==> src/rtl/vram_host_port.sv <==
// vram_host_port: host-side byte-register port issuing held-level
// read/write requests to the SRAM arbiter, with auto-increment and prefetch.
//
// Ports:
//   clock, resetN          clock, async active-low reset
//   hostRegister           0=ADDR_L 1=ADDR_M 2=CTRL 3=DATA
//   hostWriteStrobe/Data   one-cycle host write
//   hostReadStrobe/Data    one-cycle host read, data registered next cycle
//   hostBusy               request in flight or pending
//   memoryAddress          request address, stable while requested
//   memoryRead/WriteRequest level requests, held until completion
//   memoryWriteData        write byte, stable while requested
//   memoryReadData         read byte, valid with memoryReadComplete
//   memoryRead/WriteComplete one-cycle completion pulses
module vram_host_port #(
  parameter int ADDR_WIDTH    = 17,
  parameter bit AUTOINC_RESET = 1'b1
) (
  input  logic                  clock,
  input  logic                  resetN,
  input  logic [1:0]            hostRegister,
  input  logic                  hostWriteStrobe,
  input  logic                  hostReadStrobe,
  input  logic [7:0]            hostWriteData,
  output logic [7:0]            hostReadData,
  output logic                  hostBusy,
  output logic [ADDR_WIDTH-1:0] memoryAddress,
  output logic                  memoryReadRequest,
  output logic                  memoryWriteRequest,
  output logic [7:0]            memoryWriteData,
  input  logic [7:0]            memoryReadData,
  input  logic                  memoryReadComplete,
  input  logic                  memoryWriteComplete
);

  typedef enum logic [1:0] {
    IDLE  = 2'd0,
    WRITE = 2'd1,
    READ  = 2'd2
  } state_t;

  localparam logic [1:0] R_ADDR_L = 2'd0;
  localparam logic [1:0] R_ADDR_M = 2'd1;
  localparam logic [1:0] R_CTRL   = 2'd2;
  localparam logic [1:0] R_DATA   = 2'd3;

  localparam logic [ADDR_WIDTH-1:0] ADDR_ONE =
    {{(ADDR_WIDTH-1){1'b0}}, 1'b1};

  state_t                state_q, state_d;
  logic [ADDR_WIDTH-1:0] addr_q, addr_d;
  logic [ADDR_WIDTH-1:0] maddr_q, maddr_d;
  logic [7:0]            mwdata_q, mwdata_d;
  logic [7:0]            wbuf_q, wbuf_d;
  logic [7:0]            rbuf_q, rbuf_d;
  logic [7:0]            rdata_q, rdata_d;
  logic                  autoinc_q, autoinc_d;
  logic                  wpend_q, wpend_d;
  logic                  pref_q, pref_d;
  logic                  dirty_q, dirty_d;
  logic                  rv_q, rv_d;
  logic                  ovf_q, ovf_d;
  logic                  busy;

  assign busy = (state_q != IDLE) | wpend_q | pref_q;

  assign hostBusy           = busy;
  assign hostReadData       = rdata_q;
  assign memoryAddress      = maddr_q;
  assign memoryWriteData    = mwdata_q;
  assign memoryWriteRequest = (state_q == WRITE);
  assign memoryReadRequest  = (state_q == READ);

  always_comb begin
    state_d   = state_q;
    addr_d    = addr_q;
    maddr_d   = maddr_q;
    mwdata_d  = mwdata_q;
    wbuf_d    = wbuf_q;
    rbuf_d    = rbuf_q;
    rdata_d   = rdata_q;
    autoinc_d = autoinc_q;
    wpend_d   = wpend_q;
    pref_d    = pref_q;
    dirty_d   = dirty_q;
    rv_d      = rv_q;
    ovf_d     = ovf_q;

    // memory side first; host actions below override it
    unique case (state_q)
      IDLE: begin
        if (wpend_q) begin
          state_d  = WRITE;
          maddr_d  = addr_q;
          mwdata_d = wbuf_q;
          wpend_d  = 1'b0;
          dirty_d  = 1'b0;
        end else if (pref_q) begin
          state_d = READ;
          maddr_d = addr_q;
          pref_d  = 1'b0;
          dirty_d = 1'b0;
        end
      end
      WRITE: begin
        if (memoryWriteComplete) begin
          state_d = IDLE;
          if (autoinc_q && !dirty_q) begin
            addr_d = maddr_q + ADDR_ONE;
            pref_d = 1'b1;
          end
        end
      end
      READ: begin
        if (memoryReadComplete) begin
          state_d = IDLE;
          rbuf_d  = memoryReadData;
          // a host address change during the read makes it stale
          if (!(dirty_q || pref_q)) rv_d = 1'b1;
        end
      end
      default: state_d = IDLE;
    endcase

    if (hostWriteStrobe) begin
      unique case (hostRegister)
        R_ADDR_L: begin
          addr_d       = addr_q;
          addr_d[7:0]  = hostWriteData;
        end
        R_ADDR_M: begin
          addr_d       = addr_q;
          addr_d[15:8] = hostWriteData;
        end
        R_CTRL: begin
          addr_d     = addr_q;
          addr_d[16] = hostWriteData[0];
          autoinc_d  = hostWriteData[7];
        end
        R_DATA: begin
          if (!wpend_q) begin
            wbuf_d  = hostWriteData;
            wpend_d = 1'b1;
            rv_d    = 1'b0;
          end else begin
            ovf_d = 1'b1;
          end
        end
        default: ;
      endcase
      if (hostRegister != R_DATA) begin
        pref_d  = 1'b1;
        dirty_d = 1'b1;
        rv_d    = 1'b0;
      end
    end else if (hostReadStrobe) begin
      unique case (hostRegister)
        R_ADDR_L: rdata_d = addr_q[7:0];
        R_ADDR_M: rdata_d = addr_q[15:8];
        R_CTRL: begin
          rdata_d = {autoinc_q, busy, ovf_q, rv_q,
                     3'b000, addr_q[16]};
          ovf_d   = 1'b0;
        end
        R_DATA: begin
          rdata_d = rbuf_q;
          rv_d    = 1'b0;
          if (autoinc_q) begin
            addr_d = addr_d + ADDR_ONE;
            pref_d = 1'b1;
          end
        end
        default: ;
      endcase
    end
  end

  always_ff @(posedge clock or negedge resetN) begin
    if (!resetN) begin
      state_q   <= IDLE;
      addr_q    <= '0;
      maddr_q   <= '0;
      mwdata_q  <= '0;
      wbuf_q    <= '0;
      rbuf_q    <= '0;
      rdata_q   <= '0;
      autoinc_q <= AUTOINC_RESET;
      wpend_q   <= 1'b0;
      pref_q    <= 1'b0;
      dirty_q   <= 1'b0;
      rv_q      <= 1'b0;
      ovf_q     <= 1'b0;
    end else begin
      state_q   <= state_d;
      addr_q    <= addr_d;
      maddr_q   <= maddr_d;
      mwdata_q  <= mwdata_d;
      wbuf_q    <= wbuf_d;
      rbuf_q    <= rbuf_d;
      rdata_q   <= rdata_d;
      autoinc_q <= autoinc_d;
      wpend_q   <= wpend_d;
      pref_q    <= pref_d;
      dirty_q   <= dirty_d;
      rv_q      <= rv_d;
      ovf_q     <= ovf_d;
    end
  end

endmodule

==> config.mk <==
export PLATFORM = sky130hd
export DESIGN_NAME = vram_host_port
export DESIGN_NICKNAME = d
export VERILOG_FILES = /design/src/rtl/vram_host_port.sv
export SDC_FILE = /design/constraint.sdc
export NUM_CORES = 1
export LEC_CHECK = 0
export BUFFER_PORTS_ARGS = -buffer_cell sky130_fd_sc_hd__buf_2
export CAP_MARGIN = 20
export CORE_ASPECT_RATIO = 2
export CORE_MARGIN = 4
export CORE_UTILIZATION = 62
export DETAILED_ROUTE_END_ITERATION = 12
export GPL_TIMING_DRIVEN = 0
export HOLD_SLACK_MARGIN = 0.12
export PLACE_DENSITY = 0.94
export SYNTH_ARGS = -nofsm -noshare
export SYNTH_HDL_FRONTEND = slang
export SYNTH_SLANG_ARGS = --single-unit
==> constraint.sdc <==
create_clock -name clock -period 8.25 [get_ports clock]
set_input_delay 1.65 -clock clock [delete_from_list [all_inputs] [get_ports clock]]
set_output_delay 1.65 -clock clock [all_outputs]
set_load 0.05 [all_outputs]
==> results.py <==
metrics = {
    "clock_tree": {
        "cts_resized": 0,
        "hold_buffers": 0,
        "insertion_delay_ns": 0.35,
        "cts_tree": "built",
        "cts_root_buffer": "clkbuf_16",
        "postCtsSetupRepairBufs": 0,
        "clockBufferDepth": 2,
        "cts_buffers": 9,
        "clkSlewWorstSetupHoldPaths_ns": 0.06,
        "cts.sinks": 74,
        "htreeDepth": 3,
    },
    "logic_synthesis": {
        "synth_top_area_cell": "dfrtp_1",
        "synthArstFlopShare": 1.000,
        "synth_most_common_cell": "dfrtp_1",
        "ys_seq_area_frac": 0.4236,
        "synth_cells": 434,
        "synth_top_area_share": 0.4176,
        "synth_fa_ha_area_frac": 0.005721,
        "synth_seq_cells": 74,
        "synth_fp_nets": 460,
        "synth_area_mm2": 0.004374,
        "avgSynthCellArea_um2": 10.08,
        "muxShareOfSynthArea": 0.1642,
        "synth_top_family_by_area": "simple AND/OR/NAND/NOR gates",
        "yosys.area_share.simple": 0.1785,
        "synth_xor_area_frac": 0.04405,
        "synthTopCellsByArea": "dfrtp_1, mux2_2, nor2_1, nand2_1, xnor2_1",
        "synth_commonest_cells": "dfrtp_1, mux2_2, nor2_1",
        "ys.flop_type": "dfrtp_1",
        "synth_edf_count": 0,
        "ys_types": 69,
        "ys_warn_count": 0,
        "synth_compound_area_frac": 0.1493,
    },
    "drt": {
        "ant_nets": 0,
        "viasPerCell": 6.588,
        "vias": 3933,
        "routed_wl_mm": 13.32,
        "drtIter0Drc": 469,
        "wl_per_cell_um": 22.30,
        "drc": 0,
        "drt-pass1-iter-count": 6,
    },
    "floorplanning": {
        "initial_utilization": 0.6352,
        "rows": 43,
        "die_y_um": 126.8,
        "io_pins": 60,
        "die_x_um": 67.40,
        "coreArea_mm2": 0.006887,
        "floorplan.die_area_mm2": 0.008545,
    },
    "placement": {
        "io_buffers": 57,
        "globalplace.congestion": 0.9278,
        "placed_cells": 581,
        "place_area_mm2": 0.004775,
        "dp_hpwl_mm": 9.395,
    },
    "cells_and_area": {
        "drive_above_1_share": 0.2959,
        "areaGrowthSynthToFinish_pct": 17.02,
        "design_area_mm2": 0.005119,
        "antenna_cells": 0,
        "nFillCells": 514,
        "stdcell_count": 597,
        "final_nets": 528,
    },
    "global_routing": {
        "antenna_found_initial": 0,
        "grtUsageTotal": 0.3403,
        "grt_max_degree": 75,
        "grt_pass1_vias": 4031,
        "grt_pass1_wl_mm": 21.28,
        "overflow": 0,
    },
    "timing": {
        "fin_crit_ns": 4.526,
        "slew_headroom": 0.3800,
        "finClkSkew_ns": 0.006609,
        "tightest_slew_ns": 0.9299,
        "tns_ns": 0,
        "finalHoldViolCount": 0,
        "finalCritPeriodShare": 0.5486,
        "setup-violations-final": 0,
        "final_max_slew_viol_count": 0,
        "max_clock_freq_ghz": 0.2210,
        "rsz0062_at_grt": "false",
    },
    "hold_path": {
        "hp-start": "hostReadData[6]",
        "hold_path_class": "register to register",
    },
    "status": {
        "status": "finished, final reports clean",
    },
    "pwr": {
        "power_density_mw_per_mm2": 391.2,
        "power_uw": 2003,
        "ir_drop_v": 0.0002838,
        "p_leak_uw": 0.002143,
    },
    "critical_path": {
        "critPathRequiredTime_ns": 8.51,
        "worstSetupEndpointType": "register",
        "crit_type": "input pin to register",
        "cp_max_fo": 10,
        "worstPathArrival_ns": 4.79,
        "r2r-start": "state_q[1]",
        "critPathLaunch": "memoryWriteComplete",
        "worstSetupStartpointType": "input pin",
    },
    "flow_run": {
        "max_cap_violations": 0,
    },
}
==> cell type report <==
type | count | area (µm²) | area share
clock buffer | 10 | 229.0 | 0.04473
timing repair buffer | 57 | 287.8 | 0.05622
sequential | 74 | 1853 | 0.3620
clock inverter | 6 | 115.1 | 0.02249
inverter | 11 | 41.29 | 0.008066
buffer | 22 | 110.1 | 0.02151
tap | 90 | 112.6 | 0.02200
multi-input combinational | 327 | 2370 | 0.4630
==> layer usage <==
layer | share of wire | GRT usage | up-vias
li1 | - | - | 1730
met1 | 0.34 | 0.3907 | 1871
met2 | 0.50 | 0.5510 | 257
met3 | 0.084 | 0.07174 | 75
met4 | 0.076 | 0.2285 | 0
met5 | 0 | 0 | -
==> state kept, by name (all words and copies together), names as in the netlist, 2 cells and up <==
signal	flops
hostReadData	8
wbuf_q	8
state_q	2
memoryAddress	17
memoryWriteData	8
rbuf_q	8
addr_q	17
==> through the flow <==
stage / hold slack [ns] / util / setup WS (ns)
finish: 0.5026 / 0.7433 / 3.724
global route: 0.5199 / 0.7433 / 3.390
CTS: 0.5063 / 0.7433 / 3.749
detailed placement: 0.4911 / 0.6933 / 3.443
global placement: 0.4811 / 0.6930 / 3.447
floorplan: 0.4737 / - / 4.215
==> where the power goes <==
group	switching (µW)	total, µW	internal, µW
logic	594	893	299
registers	157	658	501
clock network	156	452	296
==> critical path, stage by stage <==
cell and delay [ns]:
buf_2 0.11, and3b_2 0.22, nand2_2 0.18, clkbuf_1 0.41, clkbuf_1 0.44, nand2_1 0.10
nand2_1 0.12, ha_1 0.15, nand4_1 0.12, nor2_1 0.39, nand2_2 0.17, or4_1 0.55
a31oi_1 0.18
==> layout by cell type, fill, tap and decap left out, types with 8 or more instances in the layout <==
cell,count
buf_2,60
inv_1,10
a21oi_1,21
nor2_1,39
o21ai_0,25
clkbuf_1,12
mux2_2,44
mux2i_1,11
nand3_1,13
nand2_1,35
dfrtp_1,73
clkbuf_16,9
a211oi_1,8
xnor2_1,15
==> kinds of logic (layout without fill, tap and decap cells) <==
logic type               count (synthesis)  count (layout)
AND/OR/NAND/NOR                        143             143
AO/OA/AOI/OAI                          100             100
flip-flops                              74              74
multiplexers                            60              60
buffers and inverters                   33             106
XOR/XNOR                                22              22
adder cells (fa/ha/maj)                  2               2
==> final timing paths <==
path | to | slack [ns] | depth (start not counted)
max | addr_q[16] | 3.72 | 13
min | hostReadData[6] | 0.50 | 1
max reg2reg | addr_q[16] | 4.60 | 14
min reg2reg | hostReadData[6] | 0.50 | 1
max in group asynchronous | memoryAddress[15] | 6.21 | 1
min in group asynchronous | memoryWriteData[1] | 1.43 | 1
No activity file was read; power rests on OpenSTA's default activity.
